<file path="src/rtl/sched_pkg.sv">
// Shared types and default sizing for the row scheduler.
package sched_pkg;

  localparam int DEF_CORES = 4;
  localparam int DEF_ROWS  = 8;

  typedef enum logic [1:0] {
    ST_IDLE     = 2'd0,
    ST_DISPATCH = 2'd1,
    ST_DRAIN    = 2'd2,
    ST_DONE     = 2'd3
  } sched_state_e;

endpackage

</file>
<file path="src/rtl/core_pick_arb.sv">
// Fixed-priority picker: grants the lowest-indexed requesting core.
module core_pick_arb #(
  parameter int N = 4
) (
  input  logic [N-1:0] req_i,
  output logic [N-1:0] grant_o,
  output logic         valid_o
);

  // Walk from core 0 upward and stop at the first request.
  always_comb begin
    logic found;
    grant_o = '0;
    found   = 1'b0;
    for (int i = 0; i < N; i++) begin
      if (req_i[i] && !found) begin
        grant_o[i] = 1'b1;
        found      = 1'b1;
      end
    end
    valid_o = found;
  end

endmodule

</file>
<file path="src/rtl/core_row_scheduler.sv">
// Row scheduler: hands output rows of a job to idle cores one per cycle,
// counts completed rows and reports job end and protocol errors.
module core_row_scheduler
  import sched_pkg::*;
#(
  parameter int CORES = DEF_CORES,
  parameter int ROWS  = DEF_ROWS,
  parameter int ROW_W = (ROWS > 1) ? $clog2(ROWS) : 1
) (
  input  logic                   clk,
  input  logic                   rst,
  input  logic                   status,
  input  logic [ROW_W:0]         rows_cfg,
  input  logic [CORES-1:0]       core_done,
  output logic [CORES-1:0]       core_start,
  output logic [CORES*ROW_W-1:0] core_row,
  output logic                   busy,
  output logic                   end_process,
  output logic [ROW_W:0]         rows_done,
  output logic                   err
);

  localparam int CNT_W = ROW_W + 1;
  localparam int SUM_W = CNT_W + 5;
  localparam logic [CNT_W-1:0] ROWS_MAX = CNT_W'(ROWS);

  // Requests beyond the row capacity are treated as a full-size job.
  function automatic logic [CNT_W-1:0] clamp_rows(input logic [CNT_W-1:0] req);
    return (req > ROWS_MAX) ? ROWS_MAX : req;
  endfunction

  // Number of cores reporting completion this cycle.
  function automatic logic [SUM_W-1:0] popcount(input logic [CORES-1:0] v);
    logic [SUM_W-1:0] c;
    c = '0;
    for (int i = 0; i < CORES; i++) begin
      c = c + SUM_W'(v[i]);
    end
    return c;
  endfunction

  sched_state_e           state_q, state_d;
  logic [CNT_W-1:0]       cfg_q, cfg_d;
  logic [CNT_W-1:0]       next_row_q, next_row_d;
  logic [CNT_W-1:0]       rows_done_q, rows_done_d;
  logic                   err_q, err_d;
  logic [CORES-1:0]       active_q, active_d;
  logic [CORES-1:0]       core_start_q, core_start_d;
  logic [CORES*ROW_W-1:0] core_row_q, core_row_d;

  logic [CORES-1:0]       grant;
  logic                   grant_vld;
  logic [CORES-1:0]       credit;
  logic [CORES-1:0]       stray;
  logic [SUM_W-1:0]       done_sum;
  logic [CNT_W-1:0]       start_cfg;

  // A core that finishes this cycle still reads as active to the picker,
  // so it can only be handed a new row on the following cycle.
  core_pick_arb #(
    .N (CORES)
  ) u_pick (
    .req_i   (~active_q),
    .grant_o (grant),
    .valid_o (grant_vld)
  );

  assign credit    = core_done & active_q;
  assign stray     = core_done & ~active_q;
  assign start_cfg = clamp_rows(rows_cfg);

  // Next-state, issue and completion accounting.
  always_comb begin
    state_d      = state_q;
    cfg_d        = cfg_q;
    next_row_d   = next_row_q;
    rows_done_d  = rows_done_q;
    err_d        = err_q;
    active_d     = active_q;
    core_start_d = '0;
    core_row_d   = core_row_q;
    done_sum     = '0;

    if (state_q == ST_DISPATCH || state_q == ST_DRAIN) begin
      done_sum = SUM_W'(rows_done_q) + popcount(credit);
      if (done_sum > SUM_W'(cfg_q)) begin
        rows_done_d = cfg_q;
        err_d       = 1'b1;
      end else begin
        rows_done_d = done_sum[CNT_W-1:0];
      end
      if (|stray) begin
        err_d = 1'b1;
      end
      active_d = active_q & ~credit;
    end

    case (state_q)
      ST_IDLE: begin
        if (status) begin
          cfg_d       = start_cfg;
          next_row_d  = '0;
          rows_done_d = '0;
          err_d       = 1'b0;
          active_d    = '0;
          if (start_cfg == '0) begin
            state_d = ST_DONE;
          end else begin
            // Every core is idle at job start, so row 0 goes to core 0.
            core_start_d         = CORES'(1);
            active_d             = CORES'(1);
            core_row_d[0+:ROW_W] = '0;
            next_row_d           = CNT_W'(1);
            state_d              = (start_cfg == CNT_W'(1)) ? ST_DRAIN : ST_DISPATCH;
          end
        end else if (|core_done) begin
          err_d = 1'b1;
        end
      end
      ST_DISPATCH: begin
        if (grant_vld) begin
          core_start_d = grant;
          active_d     = active_d | grant;
          for (int i = 0; i < CORES; i++) begin
            if (grant[i]) begin
              core_row_d[i*ROW_W+:ROW_W] = next_row_q[ROW_W-1:0];
            end
          end
          next_row_d = next_row_q + CNT_W'(1);
          if (next_row_q == cfg_q - CNT_W'(1)) begin
            state_d = ST_DRAIN;
          end
        end
      end
      ST_DRAIN: begin
        if (rows_done_d == cfg_q) begin
          state_d = ST_DONE;
        end
      end
      ST_DONE: begin
        if (|core_done) begin
          err_d = 1'b1;
        end
        if (!status) begin
          state_d = ST_IDLE;
        end
      end
      default: begin
        state_d = ST_IDLE;
      end
    endcase
  end

  // State and datapath registers; reset forces an idle, all-zero view.
  always_ff @(posedge clk or posedge rst) begin
    if (rst) begin
      state_q      <= ST_IDLE;
      cfg_q        <= '0;
      next_row_q   <= '0;
      rows_done_q  <= '0;
      err_q        <= 1'b0;
      active_q     <= '0;
      core_start_q <= '0;
      core_row_q   <= '0;
    end else begin
      state_q      <= state_d;
      cfg_q        <= cfg_d;
      next_row_q   <= next_row_d;
      rows_done_q  <= rows_done_d;
      err_q        <= err_d;
      active_q     <= active_d;
      core_start_q <= core_start_d;
      core_row_q   <= core_row_d;
    end
  end

  assign core_start  = core_start_q;
  assign core_row    = core_row_q;
  assign busy        = (state_q == ST_DISPATCH) || (state_q == ST_DRAIN);
  assign end_process = (state_q == ST_DONE);
  assign rows_done   = rows_done_q;
  assign err         = err_q;

endmodule
</file>
<file path="config.mk">
export PLATFORM = sky130hd
export DESIGN_NAME = core_row_scheduler
export DESIGN_NICKNAME = d
export VERILOG_FILES = /design/src/rtl/sched_pkg.sv /design/src/rtl/core_pick_arb.sv /design/src/rtl/core_row_scheduler.sv
export SDC_FILE = /design/constraint.sdc
export NUM_CORES = 1
export LEC_CHECK = 0
export ABC_AREA = 1
export BUFFER_PORTS_ARGS = -buffer_cell sky130_fd_sc_hd__buf_2
export CORE_AREA = 2 2 51 88
export DETAILED_ROUTE_END_ITERATION = 10
export DIE_AREA = 0 0 53 90
export GPL_TIMING_DRIVEN = 0
export HOLD_SLACK_MARGIN = 0.05
export PLACE_DENSITY = 0.76
export SETUP_SLACK_MARGIN = 0.2
export SYNTH_ARGS = -nofsm -noshare
export SYNTH_HDL_FRONTEND = slang
export SYNTH_HIERARCHICAL = 1
export SYNTH_SLANG_ARGS = --single-unit
export TNS_END_PERCENT = 10
</file>
<file path="constraint.sdc">
create_clock -name clk -period 3.9 [get_ports clk]
set_input_delay 0.195 -clock clk [delete_from_list [all_inputs] [get_ports clk]]
set_output_delay 0.195 -clock clk [all_outputs]
set_load 0.05 [all_outputs]
</file>
Yosys cells after proc, flatten, opt, wreduce, memory -nomap -nowiden
Cells that the tools add are included.
{"block": "word_totals", "ff_bits": 35, "latch_bits": 0, "ramBits": 0, "romBits": 0, "inputBits": 11, "output_inout_bits": 23, "elab_cells": 99, "n_memories": 0}
{"block": "op_classes", "addsub": 6, "n_mul": 0, "n_div": 0, "order_cmp": 2, "n_eq_ne": 13, "shift": 0, "muxes": 42, "bitwise_logic": 6, "reduce_logical": 19}
{"operator": "4-bit two-way mux", "count": 11}
{"operator": "4-bit one-hot mux with 2 select lines", "count": 3}
{"operator": "1-bit two-way mux", "count": 14}
{"operator": "2-bit two-way mux", "count": 7}
{"operator": "2-bit != test, second input constant", "count": 7}
{"operator": "4-bit AND", "count": 3}
{"operator": "3-bit two-way mux", "count": 4}
{"operator": "3-bit AND reduction", "count": 4}
{"operator": "5-bit AND reduction", "count": 2}
{"operator": "4-bit == test", "count": 2}
{"operator": "4-bit inverter", "count": 2}
{"operator": "2-bit one-hot mux with 4 select lines", "count": 1}
{"operator": "4-bit OR reduction", "count": 2}
{"operator": "3-bit one-hot mux with 2 select lines", "count": 1}
{"operator": "4-bit by 4-bit adder with 5-bit output", "count": 1}
{"operator": "5-bit by 4-bit > comparator with 1-bit output", "count": 1}
{"operator": "3-bit by 1-bit adder with 4-bit output", "count": 1}
{"operator": "4-bit by 1-bit adder with 4-bit output, second input constant", "count": 1}
{"operator": "2-bit == test, second input constant", "count": 2}
{"operator": "4-bit by 1-bit == test with 1-bit output, second input constant", "count": 1}
{"operator": "4-bit > comparator, second input constant", "count": 1}
{"operator": "4-bit zero test", "count": 1}
{"operator": "4-bit OR", "count": 1}
{"operator": "4-bit by 1-bit subtractor with 4-bit output, second input constant", "count": 1}
{"operator": "10 further kinds", "count": 14}

Longest topological paths before layout
{"block": "logic_depth", "ltp_word": 14, "mapped_depth": 26, "depth_no_buf": 26}

Modules after synthesis
The synthesis kept the hierarchy.
{"module": "core_row_scheduler", "n_inst": 1, "cells_each": 268, "area_each_um2": 2125.8, "seq_area_each_um2": 875.8}
{"module": "core_pick_arb", "n_inst": 1, "cells_each": 10, "area_each_um2": 46.3, "seq_area_each_um2": 0.0}

Worst setup path after synthesis
OpenSTA, ideal clock, no wires.
{"block": "synth_path", "kind": "register to register", "from": "register rows_done_q[0], in the netlist rows_done[0]", "to": "register state_q[0]", "setup_time_ns": 0.117, "t_arrival_ns": 3.614, "required_ns": 3.783, "path_slack_ns": 0.169, "stages_incl_launch_ff": 22, "path_buffers": 0, "period_less_slack_ns": 3.731, "path_cell_list": "dfrtp_1 inv_1 fa_1 fa_1 inv_1 fa_1 ha_1 inv_1 nor2_1 nand3_2 nand2_4 nand2_2 nand3_2 nand2_1 nand2_1 nand2_1 nor2_2 nand2_1 nand2_2 nand2_2 nand2_1 nand2_1"}
{"block": "synth_between", "elab_chain_len": 7}
{"element": "start: declaration", "line_no": "core_row_scheduler.sv:45", "source": "logic [CNT_W-1:0] rows_done_q, rows_done_d;"}
{"element": "start signal: assignment", "line_no": "core_row_scheduler.sv:169", "source": "rows_done_q <= rows_done_d;"}
{"element": "4-bit by 4-bit adder with 5-bit output", "line_no": "core_row_scheduler.sv:85", "source": "done_sum = SUM_W'(rows_done_q) + popcount(credit);"}
{"element": "5-bit by 4-bit > comparator with 1-bit output", "line_no": "core_row_scheduler.sv:86", "source": "if (done_sum > SUM_W'(cfg_q)) begin"}
{"element": "4-bit two-way mux", "line_no": "core_row_scheduler.sv:86"}
{"element": "4-bit two-way mux *", "line_no": "core_row_scheduler.sv:84", "source": "if (state_q == ST_DISPATCH || state_q == ST_DRAIN) begin"}
{"element": "4-bit == test *", "line_no": "core_row_scheduler.sv:136", "source": "if (rows_done_d == cfg_q) begin"}
{"element": "2-bit != test (no line) *"}
{"element": "5-bit AND reduction (no line) *"}
{"element": "end signal: assignment", "line_no": "core_row_scheduler.sv:166", "source": "state_q <= state_d;"}
{"element": "end: declaration", "line_no": "core_row_scheduler.sv:42", "source": "sched_state_e state_q, state_d;"}
Mark *: on every way between the ends. The rest lies on a longest branch, timed or not.
A chain may end at the register's enable or synchronous reset.

Final worst setup path
{"block": "layout_path", "from": "register active_q[2]", "to": "register state_q[1]"}
{"block": "layout_between", "elab_chain_len": 10, "word_cells_on_any_way": 17, "cone_classes": "add/sub (3); order compare (1); eq/ne (3); mux (4); bitwise (2); reduce/logical (4)"}
{"element": "start: declaration", "line_no": "core_row_scheduler.sv:47", "source": "logic [CORES-1:0] active_q, active_d;"}
{"element": "start signal: assignment", "line_no": "core_row_scheduler.sv:171", "source": "active_q <= active_d;"}
{"element": "4-bit AND", "line_no": "core_row_scheduler.sv:68", "source": "assign credit = core_done & active_q;"}
{"element": "2-bit by 1-bit adder with 3-bit output", "line_no": "core_row_scheduler.sv:37", "source": "c = c + SUM_W'(v[i]);"}
{"element": "3-bit by 1-bit adder with 4-bit output", "line_no": "core_row_scheduler.sv:37"}
{"element": "4-bit by 4-bit adder with 5-bit output", "line_no": "core_row_scheduler.sv:85"}
{"element": "5-bit by 4-bit > comparator with 1-bit output", "line_no": "core_row_scheduler.sv:86"}
{"element": "4-bit two-way mux", "line_no": "core_row_scheduler.sv:86"}
{"element": "4-bit two-way mux", "line_no": "core_row_scheduler.sv:84"}
{"element": "4-bit == test", "line_no": "core_row_scheduler.sv:136"}
{"element": "2-bit != test (no line)"}
{"element": "5-bit AND reduction (no line) *"}
Marks and branches as above.

==> results.ini <==
[placement]
dpl.hpwl_um=3870
dp.cells=360
portBuffers=33
gp_congestion=0.889

[sta]
setup_viol=0
worstMarginPinSlew_ns=0.719
finalHoldViolations=0
final.min_clock_period_ns=3.57
period_share_pct=91.4
slew-limit-headroom_pct=52.0
hold-worst-slack_ns=0.0237
finalClockSkew_ns=0.00407
fmax_mhz=280
slew_violations=0
tns_ns=0
rsz0062_at_grt=true

[critical_path]
crit_family=adder cells
worstPathArrival_ns=3.74
crit_path_max_incr_delay_ns=0.55
path_class=reg -> reg
cpMostUsedCell=nand2_2
start_kind=flip-flop
critPathCaptureType=flip-flop
crit_chain=nand2_2 -> fa_1 -> fa_2 -> inv_2 -> fa_2 -> xor2_4 -> ha_4 -> nand2_2 -> nor2_4 -> nand3_2 -> nand3_4 -> nand2_8 -> nand2_4 -> nand3_2 -> nand3_2 -> nand2_1 -> nor2_2 -> nand2_2 -> nand2_2 -> nand2_2 -> nand2_1 -> nand2_1
cp_num_buf_inv=1
worstPathRequired_ns=4.08
crit_path_top_delay_cell=fa_1
crit_path_max_fanout=8
worst-r2r-setup-slack_ns=0.33

[clock_network]
cts_buffer_depth=2
clk_pin_slew_ns=0.07
clk_latency_ns=0.29
cts_sinks=35
numCtsBuffers=5
cts_root_buf=clkbuf_8
cts_hold_buf=0
cts_tree=built
htree_levels=2

[route]
viasPerCell=5.29
routed_wl_um=5300
antenna_left=0
vias=1961
drtPass1Iterations=4
wl_per_cell_um=14.3
drt_iter0_drc=61
drc=0

[layout]
seqCellArea_um2=877
post-route-util_pct=65.2
layout.nets=347
area_growth_pct=22.2
multiInputGateArea_um2=1220
drive_above_1_share_pct=26.1
finalNonFillerCells=371
diodes=0
fillers=378

[logic_synthesis]
yosysTopAreaCell=dfrtp_1
synth_mux_area_share_pct=0
yosys.area_share.adder_pct=9.68
synth_warnings=6
synth-async-reset-ratio_pct=100
syn_inst=278
synth.distinct_cells=32
ys_top_cells_by_count=68 x nand2_1, 45 x inv_1, 35 x dfrtp_1
synth-xor-area-share_pct=2.42
syn_avg_cell_area_um2=7.81
synth_top_family_by_area=simple AND/OR/NAND/NOR gates
synth_seq_area_share_pct=40.3
synth_seq_cells=35
synth.most_common_cell=nand2_1
synth_compound_area_share_pct=10.9
synth.top_cells.by_area=dfrtp_1 40%, nand2_1 12%, inv_1 7.8%, ha_1 6.9%, nand3_1 6.7%
synth_edf_count=0
ys.flop_type=dfrtp_1
synthesis.area_um2=2170
syn-num-nets=304
synth_simple_gate_area_share_pct=27.7
synth_top_area_share_pct=40.3

[floorplan]
dieArea_um2=4770
die_w_um=53
start_util_pct=53.3
ios=34
fp.dieH_um=90
rows=31
core_um2=4070

[outcome]
status=finished clean

[run]
maxCapViolCount=0

[global_routing]
grt_pass1_wl_um=8800
groute.usage.overall_pct=24.6
grt_max_degree=36
grt_pass1_vias=1936
antenna_found_initial=0
grt_overflow=0

[min_path]
min_path_type=in -> async

==> placed cells by master (no fill, tap or decap), drive strengths merged <==
master	count
xnor2	3
nor4	1
o21bai	1
dfrtp	35
buf	39
nand4	1
fa	3
nor3	2
a21oi	11
nand2	73
a31oi	1
a211oi	1
o21ai	22
nor2	17
inv	46
o211ai	1
o22ai	1
a221oi	2
xor2	3
clkbuf	7
bufinv	1
ha	12
a32o	1
or2	1
o32a	1
nand3	35
clkinv	1
==> worst paths after layout <==
path / depth (start not counted) / start / to
max: 22 / active_q[2]$_DFF_PP0_ / state_q[1]$_DFFE_PP0P_
min: 2 / rst / core_start[3]$_DFF_PP0_
max reg2reg: 22 / active_q[2]$_DFF_PP0_ / state_q[1]$_DFFE_PP0P_
min reg2reg: 2 / core_row[4]$_DFFE_PP0P_ / core_row[4]$_DFFE_PP0P_
max in group asynchronous: 2 / rst / rows_done[0]$_DFF_PP0_
min in group clk: 3 / rows_cfg[2] / cfg_q[2]$_DFFE_PP0P_
==> flip-flops by register name, summed over array words and instances, names as in the netlist <==
signal	cells
core_row	12
active_q	4
cfg_q	4
core_start	4
next_row_q	4
rows_done	4
state_q	2
err	1
==> through the flow <==
stage,setup slack [ns],instance area [µm²]
detailed placement,0.114,2400
global placement,0.219,2400
global route,0.139,2660
CTS,0.207,2540
floorplan,0.321,2170
finish,0.333,2660
==> worst register-to-register path: stages (launching register included) <==
cell,delay (ns)
dfrtp_1,0.39
nand2_2,0.07
fa_1,0.55
fa_2,0.19
inv_2,0.05
fa_2,0.41
xor2_4,0.19
ha_4,0.29
nand2_2,0.06
nor2_4,0.15
nand3_2,0.11
nand3_4,0.17
nand2_8,0.10
nand2_4,0.07
nand3_2,0.08
nand3_2,0.09
nand2_1,0.06
nor2_2,0.11
nand2_2,0.07
nand2_2,0.08
nand2_2,0.05
nand2_1,0.08
nand2_1,0.05
==> layout make-up <==
class | instances | area share, %
clock buffers | 6 | 3.11
plain buffers | 4 | 0.801
well taps | 49 | 2.31
flip-flops and latches | 35 | 33.0
inverters | 46 | 6.50
multi-input cells | 193 | 45.9
repair buffers | 36 | 7.07
clock inverters | 2 | 1.32
==> kinds of logic (layout without fill, tap and decap cells) <==
family	after synthesis	count (layout)
buf+inv	50	94
xor+xnor	6	6
simple gates	130	130
flops	35	35
fa+ha+maj	15	15
compound gates	42	42
==> routing by layer <==
metal | track usage [%] | vias up | wire length (µm)
met5 | 0 | - | 0
met4 | 11.1 | 0 | 142
met3 | 3.99 | 11 | 141
met2 | 42.6 | 45 | 3030
met1 | 28.2 | 923 | 1990
li1 | - | 982 | -
==> repair_timing <==
| action | CTS | global route |
|---|---|---|
| cloned | 0 | 0 |
| setup buffers | 1 | 2 |
| hold endpoints to repair | 0 | 0 |
| resized for setup | 3 | 22 |
| setup endpoints to repair | 2 | 2 |
| pin swaps | 1 | 13 |
Power is not shown: default switching activity piles up to over one toggle a cycle in this logic, so the estimate is an artifact.
